## src/rtl/aes_round_ctrl_pkg.sv

```systemverilog
// AES round controller shared types and constants.
// Round counts per key length and FSM state encoding.
package aes_package;

  typedef enum logic [1:0] {
    S_IDLE,
    S_LOAD,
    S_ROUND,
    S_OUT
  } aes_round_state_t;

  localparam logic [1:0] KEY_128  = 2'b00;
  localparam logic [1:0] KEY_192  = 2'b01;
  localparam logic [1:0] KEY_256  = 2'b10;
  localparam logic [1:0] KEY_RSVD = 2'b11;

  localparam logic [3:0] AES_NR_128 = 4'd10;
  localparam logic [3:0] AES_NR_192 = 4'd12;
  localparam logic [3:0] AES_NR_256 = 4'd14;

  // Reserved encoding falls back to AES-128 rounds.
  function automatic logic [3:0] nr_of(
    input logic [1:0] key_len
  );
    logic [3:0] nr;
    nr = AES_NR_128;
    unique case (1'b1)
      (key_len == KEY_128):  nr = AES_NR_128;
      (key_len == KEY_192):  nr = AES_NR_192;
      (key_len == KEY_256):  nr = AES_NR_256;
      (key_len == KEY_RSVD): nr = AES_NR_128;
      default:               nr = AES_NR_128;
    endcase
    return nr;
  endfunction

endpackage

```

## src/rtl/aes_round_ctrl.sv

```systemverilog
// AES round sequencing controller: accepts a block, walks the
// round keys 0..Nr and hands the ciphertext downstream.
module aes_round_ctrl
  import aes_package::*;
#(
  parameter int CNT_W = 16
) (
  input  logic             clk,
  input  logic             reset_n,
  input  logic             clear,
  input  logic [1:0]       key_len_i,
  input  logic             in_valid_i,
  output logic             in_ready_o,
  output logic             rk_req_o,
  output logic [3:0]       rk_idx_o,
  input  logic             rk_gnt_i,
  output logic             load_state_o,
  output logic             round_en_o,
  output logic [3:0]       round_idx_o,
  output logic             last_round_o,
  output logic             out_valid_o,
  input  logic             out_ready_i,
  output logic             busy_o,
  output logic             done_o,
  output logic [CNT_W-1:0] blk_cnt_o,
  output logic             cfg_err_o
);

  aes_round_state_t r_state;
  aes_round_state_t w_state_nxt;

  logic [3:0]       r_rcnt;
  logic [3:0]       w_rcnt_nxt;
  logic [3:0]       r_nr;
  logic [3:0]       w_nr_nxt;
  logic [CNT_W-1:0] r_blk;
  logic [CNT_W-1:0] w_blk_nxt;
  logic             r_err;
  logic             w_err_nxt;

  always_ff @(posedge clk or negedge reset_n) begin
    if (!reset_n) begin
      r_state <= S_IDLE;
      r_rcnt  <= 4'd0;
      r_nr    <= AES_NR_128;
      r_blk   <= '0;
      r_err   <= 1'b0;
    end else begin
      r_state <= w_state_nxt;
      r_rcnt  <= w_rcnt_nxt;
      r_nr    <= w_nr_nxt;
      r_blk   <= w_blk_nxt;
      r_err   <= w_err_nxt;
    end
  end

  always_comb begin
    w_state_nxt  = r_state;
    w_rcnt_nxt   = r_rcnt;
    w_nr_nxt     = r_nr;
    w_blk_nxt    = r_blk;
    w_err_nxt    = r_err;
    in_ready_o   = 1'b0;
    rk_req_o     = 1'b0;
    rk_idx_o     = 4'd0;
    load_state_o = 1'b0;
    round_en_o   = 1'b0;
    round_idx_o  = 4'd0;
    last_round_o = 1'b0;
    out_valid_o  = 1'b0;
    busy_o       = 1'b1;
    done_o       = 1'b0;

    unique case (r_state)
      S_IDLE: begin
        busy_o     = 1'b0;
        in_ready_o = 1'b1;
        if (in_valid_i) begin
          w_nr_nxt    = nr_of(key_len_i);
          w_err_nxt   = r_err | (key_len_i == KEY_RSVD);
          w_state_nxt = S_LOAD;
        end
      end
      S_LOAD: begin
        rk_req_o = 1'b1;
        if (rk_gnt_i) begin
          load_state_o = 1'b1;
          w_rcnt_nxt   = 4'd1;
          w_state_nxt  = S_ROUND;
        end
      end
      S_ROUND: begin
        rk_req_o     = 1'b1;
        rk_idx_o     = r_rcnt;
        round_idx_o  = r_rcnt;
        last_round_o = (r_rcnt == r_nr);
        round_en_o   = rk_gnt_i;
        if (rk_gnt_i) begin
          if (r_rcnt == r_nr) begin
            w_rcnt_nxt  = 4'd0;
            w_state_nxt = S_OUT;
          end else begin
            w_rcnt_nxt = r_rcnt + 4'd1;
          end
        end
      end
      S_OUT: begin
        out_valid_o = 1'b1;
        if (out_ready_i) begin
          done_o      = 1'b1;
          w_blk_nxt   = r_blk + CNT_W'(1);
          w_state_nxt = S_IDLE;
        end
      end
      default: begin
        w_state_nxt = S_IDLE;
      end
    endcase

    // Clear overrides any transition and suppresses the completion pulse.
    if (clear) begin
      w_state_nxt = S_IDLE;
      w_rcnt_nxt  = 4'd0;
      w_blk_nxt   = '0;
      w_err_nxt   = 1'b0;
      done_o      = 1'b0;
    end
  end

  assign blk_cnt_o = r_blk;
  assign cfg_err_o = r_err;

endmodule

```

## config.mk

```make
export PLATFORM = sky130hd
export DESIGN_NAME = aes_round_ctrl
export DESIGN_NICKNAME = d
export VERILOG_FILES = /design/src/rtl/aes_round_ctrl_pkg.sv /design/src/rtl/aes_round_ctrl.sv
export SDC_FILE = /design/constraint.sdc
export NUM_CORES = 1
export LEC_CHECK = 0
export ABC_CLOCK_PERIOD_IN_PS = 2450
export CAP_MARGIN = 20
export CORE_ASPECT_RATIO = 1.4
export CORE_MARGIN = 8
export CORE_UTILIZATION = 50
export CTS_BUF_LIST = sky130_fd_sc_hd__clkbuf_4
export CTS_CLUSTER_DIAMETER = 120
export DETAILED_ROUTE_END_ITERATION = 16
export MAX_ROUTING_LAYER = met4
export PLACE_DENSITY = 0.81
export SETUP_SLACK_MARGIN = 0.02
export SLEW_MARGIN = 15
export SYNTH_ARGS = -nofsm -noshare
export SYNTH_HDL_FRONTEND = slang
export SYNTH_SLANG_ARGS = --single-unit
```

## constraint.sdc

```tcl
create_clock -name clk -period 2.45 [get_ports clk]
set_clock_uncertainty 0.05 [all_clocks]
set_input_delay 0.245 -clock clk [delete_from_list [all_inputs] [get_ports clk]]
set_output_delay 0.245 -clock clk [all_outputs]
set_load 0.03 [all_outputs]
```

==> results of run 1 <==
power by group through the flow:
stage               sequential (uW)  combinational, uW  clock, uW
detailed placement              511                539          0
finish                          503                539        184
global route                    509                582        207
floorplan                       506                344          0
CTS                             502                541        194
global placement                507                521          0
worst min path at each step:
stage / from / endpoint / slack (ns) / cells past startpoint
4_1_cts: reset_n / r_rcnt[3] / 0.23 / 2
3_3_place_gp: r_nr[1] / r_nr[1] / 0.43 / 2
3_5_place_dp: r_nr[1] / r_nr[1] / 0.43 / 2
2_1_floorplan: reset_n / blk_cnt_o[0] / -0.10 / 0
5_1_grt: reset_n / r_rcnt[0] / 0.25 / 2
6_report: reset_n / r_rcnt[3] / 0.22 / 2
metal layers:
metal  GRT usage [%]  vias to the layer above  part of all wire (%)
li1                -                      634                     -
met1           14.53                      646                    40
met2           29.18                       37                    53
met3           3.851                        7                   5.0
met4           6.407                        0                   1.7
met5               -                        -                     0
worst max-delay path: stages, from the launching register on:
cell and delay, ns:
dfrtp_1 0.44, inv_1 0.09, ha_1 0.31, and2_1 0.20
clkdlybuf4s50_1 0.68
layout make-up:
| type | count | area, um2 |
|---|---|---|
| Inverter | 10 | 37.54 |
| Fill cell | 232 | 897.1 |
| Clock buffer | 3 | 22.52 |
| Multi-Input combinational cell | 117 | 804.5 |
| Clock inverter | 1 | 5.005 |
| Timing Repair Buffer | 44 | 437.9 |
| Tap cell | 37 | 46.29 |
| Sequential cell | 25 | 626.9 |
per-stage QoR:
stage	utilization, %	power (uW)
after floorplan	-	850.4
after global placement	67.52	1029
after detailed placement	67.52	1050
after CTS	68.48	1237
after global routing	68.83	1298
final	68.83	1226
cells in the final DEF (no fill, tap or decap), drive strengths merged, types with 5 or more instances in the layout:
cell type,n
nand4,6
xor2,5
o21ai,7
nand3,8
inv,10
dfrtp,24
nor2,16
and2,5
clkdlybuf4s50,37
xnor2,7
ha,8
a21oi,6
nand2,14
kinds of logic (layout without fill, tap and decap cells):
family | count (synthesis) | after routing | share of synthesized area, %
xor+xnor | 12 | 12 | 6.925
buf+inv | 19 | 58 | 5.854
mux | 3 | 3 | 2.061
flops | 25 | 25 | 41.30
compound gates | 24 | 24 | 10.14
simple gates | 70 | 70 | 27.12
fa+ha+maj | 8 | 8 | 6.595
state kept, by name, summed over array words and instances (netlist names):
| signal | flops |
|---|---|
| blk_cnt_o | 16 |
| r_rcnt | 4 |
| r_nr | 2 |
| r_state | 2 |
| cfg_err_o | 1 |
timing repair:
item                                    in CTS  in global routing
hold endpoints to repair                     0                  0
resized for setup                            0                  4
endpoints found under the setup margin       0                  4
hold buffers                                 0                  0
==> results.md, run 1 <==
- Crit share post-route: 94.88%
- PnR worst setup slack: 0.1254 ns
- Drt via density: 5.586
- Cell Area, Synth: 1518 um2
- CP arrival: 2.03 ns
- Starting Density: 52.74%
- Tightest Hold Check Type: in -> async
- CTS tree: yes
- Count leader, synth: dfrtp_1
- Largest net degree at the start of global routing: 26
- CTS H-tree depth: 1
- Crit path required time: 2.15 ns
- Clock Sinks: 25
- Ys Warns: 0
- Final Hold Violating Endpoints: 0
- Post-DR wirelength/cell: 16.18 um
- Worst setup SP type: flip-flop
- Seq cells post-synth: 25
- Critical path peak fanout: 9
- Slew @ Worst Pin: 0.5012 ns
- Critical Path End: rk_idx_o[2]
- Pre-CTS setup slack: 0.4249 ns
- Syn Area/Cell: 9.427 um2
- Yosys top cell by area: dfrtp_1
- Detailed-route DRC error count: 0
- Buffers on Ports: 40
- First-pass GRT wire length: 6272 um
- Max Root-Sink Buffers: 2
- Slew Limit Fails: 0
- Worst r2r dst: r_rcnt[2]
- Power share of the combinational group: 44.0%
- Final Cell Area: 1981 um2
- F_max: 430.2 MHz
- R2R Setup Slk: 0.49 ns
- Fraction of layout cells with a size suffix above 1: 10.00%
- Internal Power: 728.3 uW
- Antenna-violating nets left: 0
- Hpwl dp: 3035 um
- Die H: 81.19 um
- Layout Area Growth over Synthesis: 30.50%
- Vias post-DR: 1324
- R2r worst-path depth: 6
- Drt first pass iters: 4
- Synth Net Count: 177
- Outcome: finished, final reports clean
- Total GRT Usage: 15.37%
- Worst skew pair latency: 0.32 ns
- DR iter-0 viols: 53
- Switching part of the total: 40.62%
- # Max-Cap Violations: 0
- Power share of the clock group: 15.0%
- Top Ports: 41
- Pwr Density: 619.2 nW/um2
- Post-synth EDFFs: 0
- Top FF cell, synth: dfrtp_1
- Final nets: 217
- Number of global-route vias before repair: 1386
- Total negative slack: 0 ns
- Synth top area share: 39.57%
- Gpl congestion: 0.8292
- Final worst path period need: 2.325 ns
- ANT cells: 0
- Routed WL: 3834 um
- CP Class: reg -> out
- Total gr overflow: 0
- Min Hold Slack: 0.2248 ns
- Setup violations, final: 0
- Post-CTS setup buffer count: 0
- Rows: 23
- Leakage: 0.0008818 uW
- Sequential area share after synthesis: 41.30%
- P_sw: 498.2 uW
- Dpl cells: 233
- Max transition margin: 66.36%
- Synth area leaders: dfrtp_1 (40%), ha_1 (6.6%), xnor2_1 (4.0%)
- CTS Buf Count: 3
- CTS root buf: clkbuf_4
- Initial antenna violation count: 0
- Die width: 62.57 um
- Worst-path clk slew: 0.14 ns
- Reg-to-Reg Start: r_state[0]
- Post-Layout Cell Count: 237
- Die area: 5080 um2
- Worst VDD drop: 0.3609 mV
- Asr flop ratio synth: 100.0%
- Most common library cells after synthesis: dfrtp_1 (24), nor2_1 (16), nand2_1 (13)
- Seq pwr share: 41.0%
- Cells after Synth: 161
- Crit path capture type: primary output
- CP Launch Point: r_state[0]
- Cell Area, Placed: 1943 um2
- Post-synth cell types: 42
- Core ar.: 2878 um2
Power figures use the tool's default switching activity.
==> inputs of run 2 (changes only) <==
--- a/config.mk
+++ b/config.mk
@@ -13,6 +13,7 @@
 export CTS_BUF_LIST = sky130_fd_sc_hd__clkbuf_4
 export CTS_CLUSTER_DIAMETER = 120
 export DETAILED_ROUTE_END_ITERATION = 16
+export GPL_ROUTABILITY_DRIVEN = 1
 export MAX_ROUTING_LAYER = met4
 export PLACE_DENSITY = 0.81
 export SETUP_SLACK_MARGIN = 0.02
==> results of run 2 <==
Same layout as run 1: the final DEF is identical, and so are final timing and power.
==> inputs of run 3 (changes only) <==
--- a/config.mk
+++ b/config.mk
@@ -14,8 +14,9 @@
 export CTS_CLUSTER_DIAMETER = 120
 export DETAILED_ROUTE_END_ITERATION = 16
 export GPL_ROUTABILITY_DRIVEN = 1
+export HOLD_SLACK_MARGIN = 0.06
 export MAX_ROUTING_LAYER = met4
-export PLACE_DENSITY = 0.81
+export PLACE_DENSITY = 0.88
 export SETUP_SLACK_MARGIN = 0.02
 export SLEW_MARGIN = 15
 export SYNTH_ARGS = -nofsm -noshare
==> run 3 against run 2 <==
  * Via count shrank 1.7%
  * Register-to-register slack better by 0.07 ns
  * Non-clock buffer count grew 1
  * Sequential cell count unchanged
  * Clock power up 5%
  * Worst setup slack improved by 0.077 ns
  * Global-route usage grew 0.44 points
  * Sequential power about the same
  * Count of clock-buffer cells in the layout rose by 1
  * Power is 1.2% higher
  * Critical path type unchanged
  * Largest cell class unchanged
==> results.md, run 3 (synthesized netlist as in run 1, its figures left out) <==
- Outcome: finished, final reports clean
- Worst VDD drop: 0.4193 mV (+16%)
- Setup violations, final: 0 (unchanged)
- Final Hold Violating Endpoints: 0 (unchanged)
- DR iter-0 viols: 43 (-19%)
- Cts hold-fix bufs: 0 (unchanged)
- Unrepaired setup endpoints after global routing: no
- Leakage: 0.0008521 uW (-3.4%)
- Slew @ Worst Pin: 0.5232 ns (+0.02200 ns)
- CTS root buf: clkbuf_4
- Antenna-violating nets left: 0 (unchanged)
- Die area: 5080 um2 (unchanged)
- Drt via density: 5.466 (-2.2%)
- M2 GR Usage: 28.45% (-0.73 points)
- Die width: 62.57 um (unchanged)
- Detailed-route DRC error count: 0 (unchanged)
- Total negative slack: 0 ns (unchanged)
- Commonest non-fill, non-tap cells in the layout: clkdlybuf4s50_1 (39), dfrtp_1 (24), nor2_1 (16)
- Max reg flops: 16 (unchanged)
- F_max: 444.9 MHz (+3.4%)
- CP Launch Point: r_state[0]
- Fraction of layout cells with a size suffix above 1: 10.45% (+0.45 points)
- Met3 Usage GRT: 3.164% (-0.69 points)
- Worst skew pair latency: 0.31 ns (about the same)
- Starting Density: 52.74% (unchanged)
- Max transition margin: 64.88% (-1.5 points)
- Initial antenna violation count: 0 (unchanged)
- Clock Sinks: 25 (unchanged)
- Hpwl dp: 3013 um (-0.72%)
- Critical Path End: round_idx_o[1]
- Worst-path clk slew: 0.14 ns (about the same)
- CTS tree: yes
- Final nets: 218 (+0.46%)
- Number of global-route vias before repair: 1343 (-3.1%)
- Core ar.: 2878 um2 (unchanged)
- R2R Setup Slk: 0.56 ns (+0.07 ns)
- First-pass GRT wire length: 6506 um (+3.7%)
- Pwr Density: 624.8 nW/um2 (+0.90%)
- Crit path largest cell delay: 0.67 ns (about the same)
- Post_cts resized: 0 (unchanged)
- CP arrival: 1.95 ns (-0.08 ns)
- Gr busiest metal: met2
- Worst r2r dst: r_rcnt[2]
- Tightest Hold Check Type: in -> async
- Top Ports: 41 (unchanged)
- Most common cell after layout, fill and taps aside: clkdlybuf4s50_1
- Crit path required time: 2.15 ns (about the same)
- Drt first pass iters: 4 (unchanged)
- Slew Limit Fails: 0 (unchanged)
- Gpl congestion: 0.8672 (+4.6%)
- Filler instances: 221 (-4.7%)
- Crit path capture type: primary output
- Reg-to-Reg Start: r_state[0]
- # Max-Cap Violations: 0 (unchanged)
- Met1 GRT Util: 17.88% (+3.4 points)
- CTS Buf Count: 3 (unchanged)
- Die H: 81.19 um (unchanged)
- Buffers on Ports: 40 (unchanged)
- R2r worst-path depth: 6 (unchanged)
- Layout Area Growth over Synthesis: 30.83%
- Final worst path period need: 2.248 ns (-0.07696 ns)
- Total gr overflow: 0 (unchanged)
- Slowest CP cell: clkdlybuf4s50_1
- Final Cell Area: 1986 um2 (+0.25%)
- Max Root-Sink Buffers: 2 (unchanged)
- Largest net degree at the start of global routing: 26 (unchanged)
- Post-CTS setup buffer count: 0 (unchanged)
- Crit share post-route: 91.74% (-3.1 points)
- Total GRT Usage: 15.81% (+0.44 points)
- Worst setup SP type: flip-flop
- Vias post-DR: 1301 (-1.7%)
- Post-DR wirelength/cell: 15.98 um (-1.2%)
- CTS H-tree depth: 1 (unchanged)
- ANT cells: 0 (unchanged)
- Crit-path cells: inv_1 > ha_2 > and2_1 > clkdlybuf4s50_1
- Cell Area, Placed: 1951 um2 (+0.39%)
- CP Class: reg -> out
- Critical path peak fanout: 9 (unchanged)
- Routed WL: 3804 um (-0.78%)
- Rows: 23 (unchanged)
==> run 3: changes by cell type in the layout (fill, tap and decap cells not counted) <==
cell and delta:
dlymetal6s2s_1 -2, buf_4 +1, clkinv_2 -1, clkdlybuf4s50_1 +2
clkbuf_4 +1
==> run 3: area by class of cell <==
| class | count | area (um2) | area share [%] |
|---|---|---|---|
| multi-input cells | 117 | 804.5 | 40.52 |
| flip-flops and latches | 25 | 626.9 | 31.57 |
| repair buffers | 45 | 440.4 | 22.18 |
| well taps | 37 | 46.29 | 2.331 |
| inverters | 10 | 37.54 | 1.890 |
| clock buffers | 4 | 30.03 | 1.512 |
==> run 3: worst min-delay path by stage <==
stage	end	slack, ns	from
2_1_floorplan	blk_cnt_o[0]	-0.10	reset_n
3_3_place_gp	r_nr[1]	0.43	r_nr[1]
3_5_place_dp	r_nr[1]	0.43	r_nr[1]
4_1_cts	blk_cnt_o[3]	0.24	reset_n
5_1_grt	r_rcnt[3]	0.26	reset_n
6_report	r_rcnt[3]	0.23	reset_n
==> run 3: per-stage QoR <==
stage / instances / util (%) / hold slack [ns] / setup WS, ns / power (uW)
after floorplan: 161 / - / -0.1006 / 0.4389 / 850.4
after global placement: 234 / 67.78 / 0.4280 / 0.4356 / 1027
after detailed placement: 234 / 67.78 / 0.4288 / 0.4392 / 1055
after CTS: 238 / 68.83 / 0.2412 / 0.09738 / 1246
after global routing: 238 / 69.00 / 0.2613 / 0.08425 / 1313
final: 238 / 69.00 / 0.2334 / 0.2024 / 1241
==> run 3: layer usage <==
metal	routed length, um	vias to the layer above
met1	1630	624
met3	181	4
met5	0	-
met2	1963	41
li1	-	632
met4	29	0
==> run 3: report_power, final <==
part	switching [uW]	internal [uW]	leakage, uW
clock network	118	74.5	0.0000184
registers	42.0	460	0.000342
logic	333	214	0.000492
total	493	748	0.000852
==> run 3: critical path: cells and delay by family (launching register included) <==
kind | cells | cell delay (ns)
flops | 1 | 0.44
buf+inv | 2 | 0.77
simple gates | 1 | 0.17
fa+ha+maj | 1 | 0.26
